--- src/rtl/fish_pkg.sv ---
// Shared constants and default geometry for the fish sprite display path.
// Screen coordinates here are in the 320x240 scaled space.
package fish_pkg;

   localparam int SCR_W = 320;
   localparam int SCR_H = 240;

   localparam logic [11:0] KEY_COLOR = 12'h0F0;
   localparam logic [11:0] BG_COLOR  = 12'h048;

   localparam int DEF_FISH_W    = 64;
   localparam int DEF_FISH_H    = 32;
   localparam int DEF_FRAMES    = 8;
   localparam int DEF_FISH_Y    = 64;
   localparam int DEF_SPEED     = 1;
   localparam int DEF_FRAME_DIV = 4;

   // Half-open span test [lo, lo+len) in plain 10-bit unsigned math.
   function automatic logic in_span(
      input logic [9:0] v,
      input logic [9:0] lo,
      input int         len
   );
      logic [9:0] hi;
      hi = lo + 10'(len);
      return (v >= lo) && (v < hi);
   endfunction

endpackage

--- src/rtl/fish_motion.sv ---
// Per-video-frame animation state: horizontal position and frame index.
// Everything advances only on a vsync falling edge.
module fish_motion
   import fish_pkg::*;
#(
   parameter int FRAMES    = DEF_FRAMES,
   parameter int SPEED     = DEF_SPEED,
   parameter int FRAME_DIV = DEF_FRAME_DIV,
   parameter int FI_W      = (FRAMES > 1) ? $clog2(FRAMES) : 1
) (
   input  logic            clk,
   input  logic            reset,
   input  logic            vsync_i,
   output logic [8:0]      fish_x,
   output logic [FI_W-1:0] frame_idx
);

   localparam int DC_W = (FRAME_DIV > 1) ? $clog2(FRAME_DIV) : 1;

   logic            vsync_q;
   logic            vs_fall;
   logic [9:0]      x_sum;
   logic [DC_W-1:0] div_cnt;

   assign vs_fall = vsync_q & ~vsync_i;
   assign x_sum   = {1'b0, fish_x} + 10'(SPEED);

   // Registered vsync copy; idles high so reset never fakes an edge.
   always_ff @(posedge clk or posedge reset) begin
      if (reset) vsync_q <= 1'b1;
      else       vsync_q <= vsync_i;
   end

   // Horizontal position, wrapping back past the right screen edge.
   always_ff @(posedge clk or posedge reset) begin
      if (reset) begin
         fish_x <= '0;
      end else if (vs_fall) begin
         if (x_sum >= 10'(SCR_W)) fish_x <= 9'(x_sum - 10'(SCR_W));
         else                     fish_x <= x_sum[8:0];
      end
   end

   // Frame divider and animation frame index, independent of fish_x.
   always_ff @(posedge clk or posedge reset) begin
      if (reset) begin
         div_cnt   <= '0;
         frame_idx <= '0;
      end else if (vs_fall) begin
         if (div_cnt == DC_W'(FRAME_DIV - 1)) begin
            div_cnt <= '0;
            if (frame_idx == FI_W'(FRAMES - 1)) frame_idx <= '0;
            else                                frame_idx <= frame_idx + 1'b1;
         end else begin
            div_cnt <= div_cnt + 1'b1;
         end
      end
   end

endmodule

--- src/rtl/fish_pixel_fetch.sv ---
// Sprite SRAM address generation and 2-clk RGB/sync output pipeline.
// SRAM data is expected during the cycle after the address is registered.
module fish_pixel_fetch
   import fish_pkg::*;
#(
   parameter int DATA_WIDTH = 12,
   parameter int ADDR_WIDTH = 16,
   parameter int FISH_W     = DEF_FISH_W,
   parameter int FISH_H     = DEF_FISH_H,
   parameter int FRAMES     = DEF_FRAMES,
   parameter int FISH_Y     = DEF_FISH_Y,
   parameter int SPEED      = DEF_SPEED,
   parameter int FRAME_DIV  = DEF_FRAME_DIV
) (
   input  logic                  clk,
   input  logic                  reset,
   input  logic [9:0]            pixel_x,
   input  logic [9:0]            pixel_y,
   input  logic                  video_on,
   input  logic                  hsync_i,
   input  logic                  vsync_i,
   output logic [ADDR_WIDTH-1:0] sram_addr,
   output logic                  sram_en,
   input  logic [DATA_WIDTH-1:0] sram_data,
   output logic [DATA_WIDTH-1:0] rgb,
   output logic                  hsync_o,
   output logic                  vsync_o
);

   localparam int FI_W = (FRAMES > 1) ? $clog2(FRAMES) : 1;

   logic [8:0]            fish_x;
   logic [FI_W-1:0]       frame_idx;
   logic [9:0]            sx;
   logic [9:0]            sy;
   logic [9:0]            fx10;
   logic [9:0]            row;
   logic [9:0]            col;
   logic                  in_region;
   logic [ADDR_WIDTH-1:0] addr_c;
   logic                  in_region_d1;
   logic                  video_on_d1;
   logic                  hsync_d1;
   logic                  vsync_d1;
   logic [DATA_WIDTH-1:0] pix_c;
   logic                  unused_lsb;

   fish_motion #(
      .FRAMES    (FRAMES),
      .SPEED     (SPEED),
      .FRAME_DIV (FRAME_DIV),
      .FI_W      (FI_W)
   ) u_motion (
      .clk       (clk),
      .reset     (reset),
      .vsync_i   (vsync_i),
      .fish_x    (fish_x),
      .frame_idx (frame_idx)
   );

   assign sx         = {1'b0, pixel_x[9:1]};
   assign sy         = {1'b0, pixel_y[9:1]};
   assign unused_lsb = pixel_x[0] ^ pixel_y[0];
   assign fx10       = {1'b0, fish_x};
   assign row        = sy - 10'(FISH_Y);
   assign col        = sx - fx10;

   assign in_region = video_on
                    & in_span(sx, fx10, FISH_W)
                    & in_span(sy, 10'(FISH_Y), FISH_H);

   // Sprite word address: frame base + row stride + column.
   always_comb begin
      addr_c = '0;
      if (in_region) begin
         addr_c = ADDR_WIDTH'(frame_idx) * ADDR_WIDTH'(FISH_W * FISH_H)
                + ADDR_WIDTH'(row) * ADDR_WIDTH'(FISH_W)
                + ADDR_WIDTH'(col);
      end
   end

   // Stage 1: SRAM request plus the flags that travel with it.
   always_ff @(posedge clk or posedge reset) begin
      if (reset) begin
         sram_addr    <= '0;
         sram_en      <= 1'b0;
         in_region_d1 <= 1'b0;
         video_on_d1  <= 1'b0;
         hsync_d1     <= 1'b1;
         vsync_d1     <= 1'b1;
      end else begin
         sram_addr    <= addr_c;
         sram_en      <= in_region;
         in_region_d1 <= in_region;
         video_on_d1  <= video_on;
         hsync_d1     <= hsync_i;
         vsync_d1     <= vsync_i;
      end
   end

   // Colour select: blank, background/chroma key, or sprite word.
   always_comb begin
      pix_c = '0;
      if (video_on_d1) begin
         if (!in_region_d1 || sram_data == DATA_WIDTH'(KEY_COLOR))
            pix_c = DATA_WIDTH'(BG_COLOR);
         else
            pix_c = sram_data;
      end
   end

   // Stage 2: registered pins, syncs kept aligned with colour.
   always_ff @(posedge clk or posedge reset) begin
      if (reset) begin
         rgb     <= '0;
         hsync_o <= 1'b1;
         vsync_o <= 1'b1;
      end else begin
         rgb     <= pix_c;
         hsync_o <= hsync_d1;
         vsync_o <= vsync_d1;
      end
   end

endmodule

--- config.mk ---
export PLATFORM = sky130hd
export DESIGN_NAME = fish_pixel_fetch
export DESIGN_NICKNAME = d
export VERILOG_FILES = /design/src/rtl/fish_pkg.sv /design/src/rtl/fish_motion.sv /design/src/rtl/fish_pixel_fetch.sv
export SDC_FILE = /design/constraint.sdc
export NUM_CORES = 1
export LEC_CHECK = 0
export BUFFER_PORTS_ARGS = -buffer_cell sky130_fd_sc_hd__buf_4
export CORE_UTILIZATION = 48
export DETAILED_ROUTE_END_ITERATION = 10
export GPL_TIMING_DRIVEN = 1
export PLACE_DENSITY_LB_ADDON = 0.05
export SETUP_SLACK_MARGIN = 0.4
export SLEW_MARGIN = 20
export SYNTH_ARGS = -nofsm -noshare
export SYNTH_HDL_FRONTEND = slang
export SYNTH_HIERARCHICAL = 1
export SYNTH_SLANG_ARGS = --single-unit
--- constraint.sdc ---
create_clock -name clk -period 3.1 [get_ports clk]
set_input_delay 0 -clock clk [delete_from_list [all_inputs] [get_ports clk]]
set_output_delay 0 -clock clk [all_outputs]
set_load 0.1 [all_outputs]
==> results.toml <==
[placement]
hpwl_um = 4633
place.port_buffers = 65
detailedPlace.worstSlack_ns = 0.03388
gp_congestion = 0.8477
dp_cells = 441

[finish]
synthToLayoutAreaGrowth_pct = 37.52
final_cell_mix = "buf_4, dfrtp_1, inv_1"
nets = 472
multi_input_area_um2 = 1709
antenna_cells = 0
fill_cells = 478
final_cells = 480
drive_gt1_share_pct = 33.58
layout_commonest_cell = "buf_4"
regArea_um2 = 1232

[global_routing]
gr-total-overflow = 0
grt_max_degree = 34
globalRouteTotalUtil_pct = 21.63
grt_pass1_vias = 2464
antenna_found_initial = 0
grt_first_pass_wirelength_um = 10700

[synthesis]
avgSynthCellArea_um2 = 9.859
ys_warn_count = 6
yosysSeqAreaShare_pct = 41.67
synth_top_family_by_area = "simple AND/OR/NAND/NOR gates"
synth_async_sr_flop_share_pct = 100.0
synth-compound-area-share_pct = 14.55
yosys_most_used_dff = "dfrtp_1"
syn_area_um2 = 2958
synth_edf_count = 0
syn_inst = 300
synth_fa_ha_area_share_pct = 13.62
synth_nets = 368
synth_cell_types = 46
ys_ff_latch = 49
synthMuxAreaShare_pct = 1.734
yosys.area_share.simple_pct = 17.47
synth_xor_area_share_pct = 5.626

[setup_path]
reg2reg_from = "u_motion/fish_x[0]"
r2r_setup_slack_ns = 0.19
endpoint_kind = "flop"
crit_start = "u_motion/fish_x[0]"
max_stage_delay_ns = 0.41
r2r-end = "sram_addr[14]"
critPathLaunchType = "flop"
worst_path_max_delay_cell = "dfrtp_1"
cpLargestDelayFamily = "adder cells"
required_ns = 3.26
worstPathArrival_ns = 3.07
crit_chain = "ha_4 -> inv_2 -> fa_2 -> a211oi_2 -> o31ai_2 -> buf_4 -> xnor2_1 -> ha_2 -> fa_2 -> a21o_1 -> a21oi_2 -> o21ai_1 -> xor2_1 -> nor2_1"
critPathKind = "flop to flop"
crit_end = "sram_addr[14]"
cpMostUsedCell = "fa_2"
crit_buf_inv = 2
worst-path-stages = 14
reg2reg_depth = 14
crit_fanout = 3

[floorplanning]
rows = 28
initial_utilization_pct = 49.96
die_w_um = 80.50
dieArea_um2 = 6480
io_pins = 68
die_h_um = 80.50
coreArea_um2 = 5921

[route]
ant_nets = 0
wl_um = 6581
dr.pass1.iters = 4
drc = 0
wl_per_cell_um = 13.71
first_iter_violations = 72
vias = 2468
route.detailed.vias_per_inst = 5.142

[timing]
rsz0062_at_grt = "yes"
finalSetupViolations = 0
worstMarginPinSlew_ns = 0.8483
min_period_ns = 2.910
setup_tns_ns = 0
whs_ns = 0.07857
relSlewSlack_pct = 43.45
period_share_pct = 93.86
fin_ws_ns = 0.1905
fmax_mhz = 343.7
skew_ns = 0.007134
hold_viol_final = 0
finalMaxSlewViolations = 0

[status]
status = "finished clean"

[clock_tree]
cts_tree = "done"
path_clk_slew_ns = 0.09
clockBufferDepth = 2
cts.sinks = 49
clock_latency_ns = 0.30
htree_levels = 2
cts_root_buf = "clkbuf_8"
numCtsBuffers = 5

[power]
p_clk_share_pct = 16.6
peakVddDrop_v = 0.0004449
p_sw_uw = 843.8
pwr-share-comb_pct = 49.2
internal_power_mw = 1.384
power_density_nw_per_um2 = 547.7
switching_share_pct = 37.87
leakagePower_nw = 2.009
p_total_mw = 2.228
seqPwrFrac_pct = 34.2

[flow_run]
drv_cap = 0

[hold_path]
hold_class = "input port to flop"
-- worst min-delay path, delay by kind of cell --
| family | cells | cell delay, ns |
|---|---|---|
| fa+ha+maj | 1 | 0.13 |
| buf+inv | 2 | 0.12 |
| simple gates | 1 | 0.09 |
-- cell type report --
cell class                 count  area share [%]
clock inverter                 2          0.3691
tap                           75           2.307
multi-input combinational    214           42.02
sequential                    49           30.30
clock buffer                   6           1.784
timing repair buffer         105           20.55
inverter                      29           2.676
-- worst min-delay path by stage --
stage / start / end / depth (start not counted)
5_1_grt: pixel_y[1] / sram_addr[6] / 4
4_1_cts: pixel_y[1] / sram_addr[6] / 4
3_5_place_dp: reset / vsync_d1 / 2
3_3_place_gp: reset / vsync_d1 / 2
2_1_floorplan: reset / u_motion/div_cnt[0] / 1
6_report: pixel_y[1] / sram_addr[6] / 4
-- registers in the layout, summed over array words and instances, names as in the netlist --
register / flops
sram_addr: 16
rgb: 12
u_motion/fish_x: 9
u_motion/frame_idx: 3
u_motion/div_cnt: 2
hsync_d1: 1
hsync_o: 1
in_region_d1: 1
u_motion/vsync_q: 1
video_on_d1: 1
vsync_d1: 1
vsync_o: 1
-- power by group through the flow --
stage / logic [mW] / clock network (mW) / registers [mW]
2_1_floorplan: 0.643 / 0 / 0.839
3_3_place_gp: 0.916 / 0 / 0.770
3_5_place_dp: 0.932 / 0 / 0.774
4_1_cts: 1.01 / 0.382 / 0.761
5_1_grt: 1.20 / 0.411 / 0.775
6_report: 1.10 / 0.369 / 0.763
-- routing by layer --
layer / wire length, um / share of wire [%] / global-route usage, % / vias up
li1: - / - / - / 1242
met1: 2879 / 44 / 24.72 / 1171
met2: 3331 / 51 / 39.49 / 46
met3: 270 / 4.1 / 4.318 / 9
met4: 99 / 1.5 / 7.679 / 0
met5: 0 / 0 / 0 / -
-- cells in the mapped netlist, types with 2 or more instances --
library cell / count / share of area (%)
o21ai_0: 9 / 1.5
or4_1: 2 / 0.51
a21oi_1: 13 / 2.2
nand3_1: 6 / 1.0
nand2b_1: 3 / 0.63
nor3b_1: 2 / 0.51
o221ai_2: 3 / 1.5
nor3_1: 10 / 1.7
buf_2: 3 / 0.51
nor4_1: 3 / 0.63
and2_1: 12 / 2.5
o21a_1: 4 / 1.0
clkbuf_1: 3 / 0.38
inv_1: 29 / 3.7
or3_1: 3 / 0.63
a211oi_1: 6 / 1.5
a31oi_1: 4 / 0.85
mux2_4: 2 / 1.0
nand4_1: 5 / 1.1
fa_1: 2 / 1.4
a21o_1: 8 / 2.0
nand2_1: 23 / 2.9
dfrtp_1: 44 / 37
ha_1: 29 / 12
xor2_1: 6 / 1.8
xnor2_1: 13 / 3.8
dfstp_2: 5 / 4.4
o21ai_1: 3 / 0.51
nor2b_1: 2 / 0.42
nor2_1: 20 / 2.5
o211ai_1: 2 / 0.51
and3_1: 5 / 1.1
o21bai_1: 2 / 0.51
buf_6: 2 / 0.76
-- through the flow --
| stage | utilization (%) | cell area [um^2] |
|---|---|---|
| after global placement | 60.65 | 3591 |
| final | 68.70 | 4068 |
| after CTS | 66.74 | 3951 |
| after global routing | 68.70 | 4068 |
| after detailed placement | 60.65 | 3591 |
| after floorplan | - | 2990 |
-- timing repair --
item / 4_1_cts / 5_1_grt
pin swaps: 9 / 11
endpoints found under the hold margin: 63 / 0
hold buffers: 19 / 0
endpoints found under the setup margin: 7 / 8
buffers inserted: 8 / 4
resized for setup: 6 / 18
-- kinds of logic after synthesis --
kind of cell             count (synthesis)
AO/OA/AOI/OAI                           60
buffers and inverters                   37
adder cells (fa/ha/maj)                 31
XOR/XNOR                                19
flip-flops                              49
AND/OR/NAND/NOR                        100
multiplexers                             4
No activity file was read; power rests on OpenSTA's default activity.
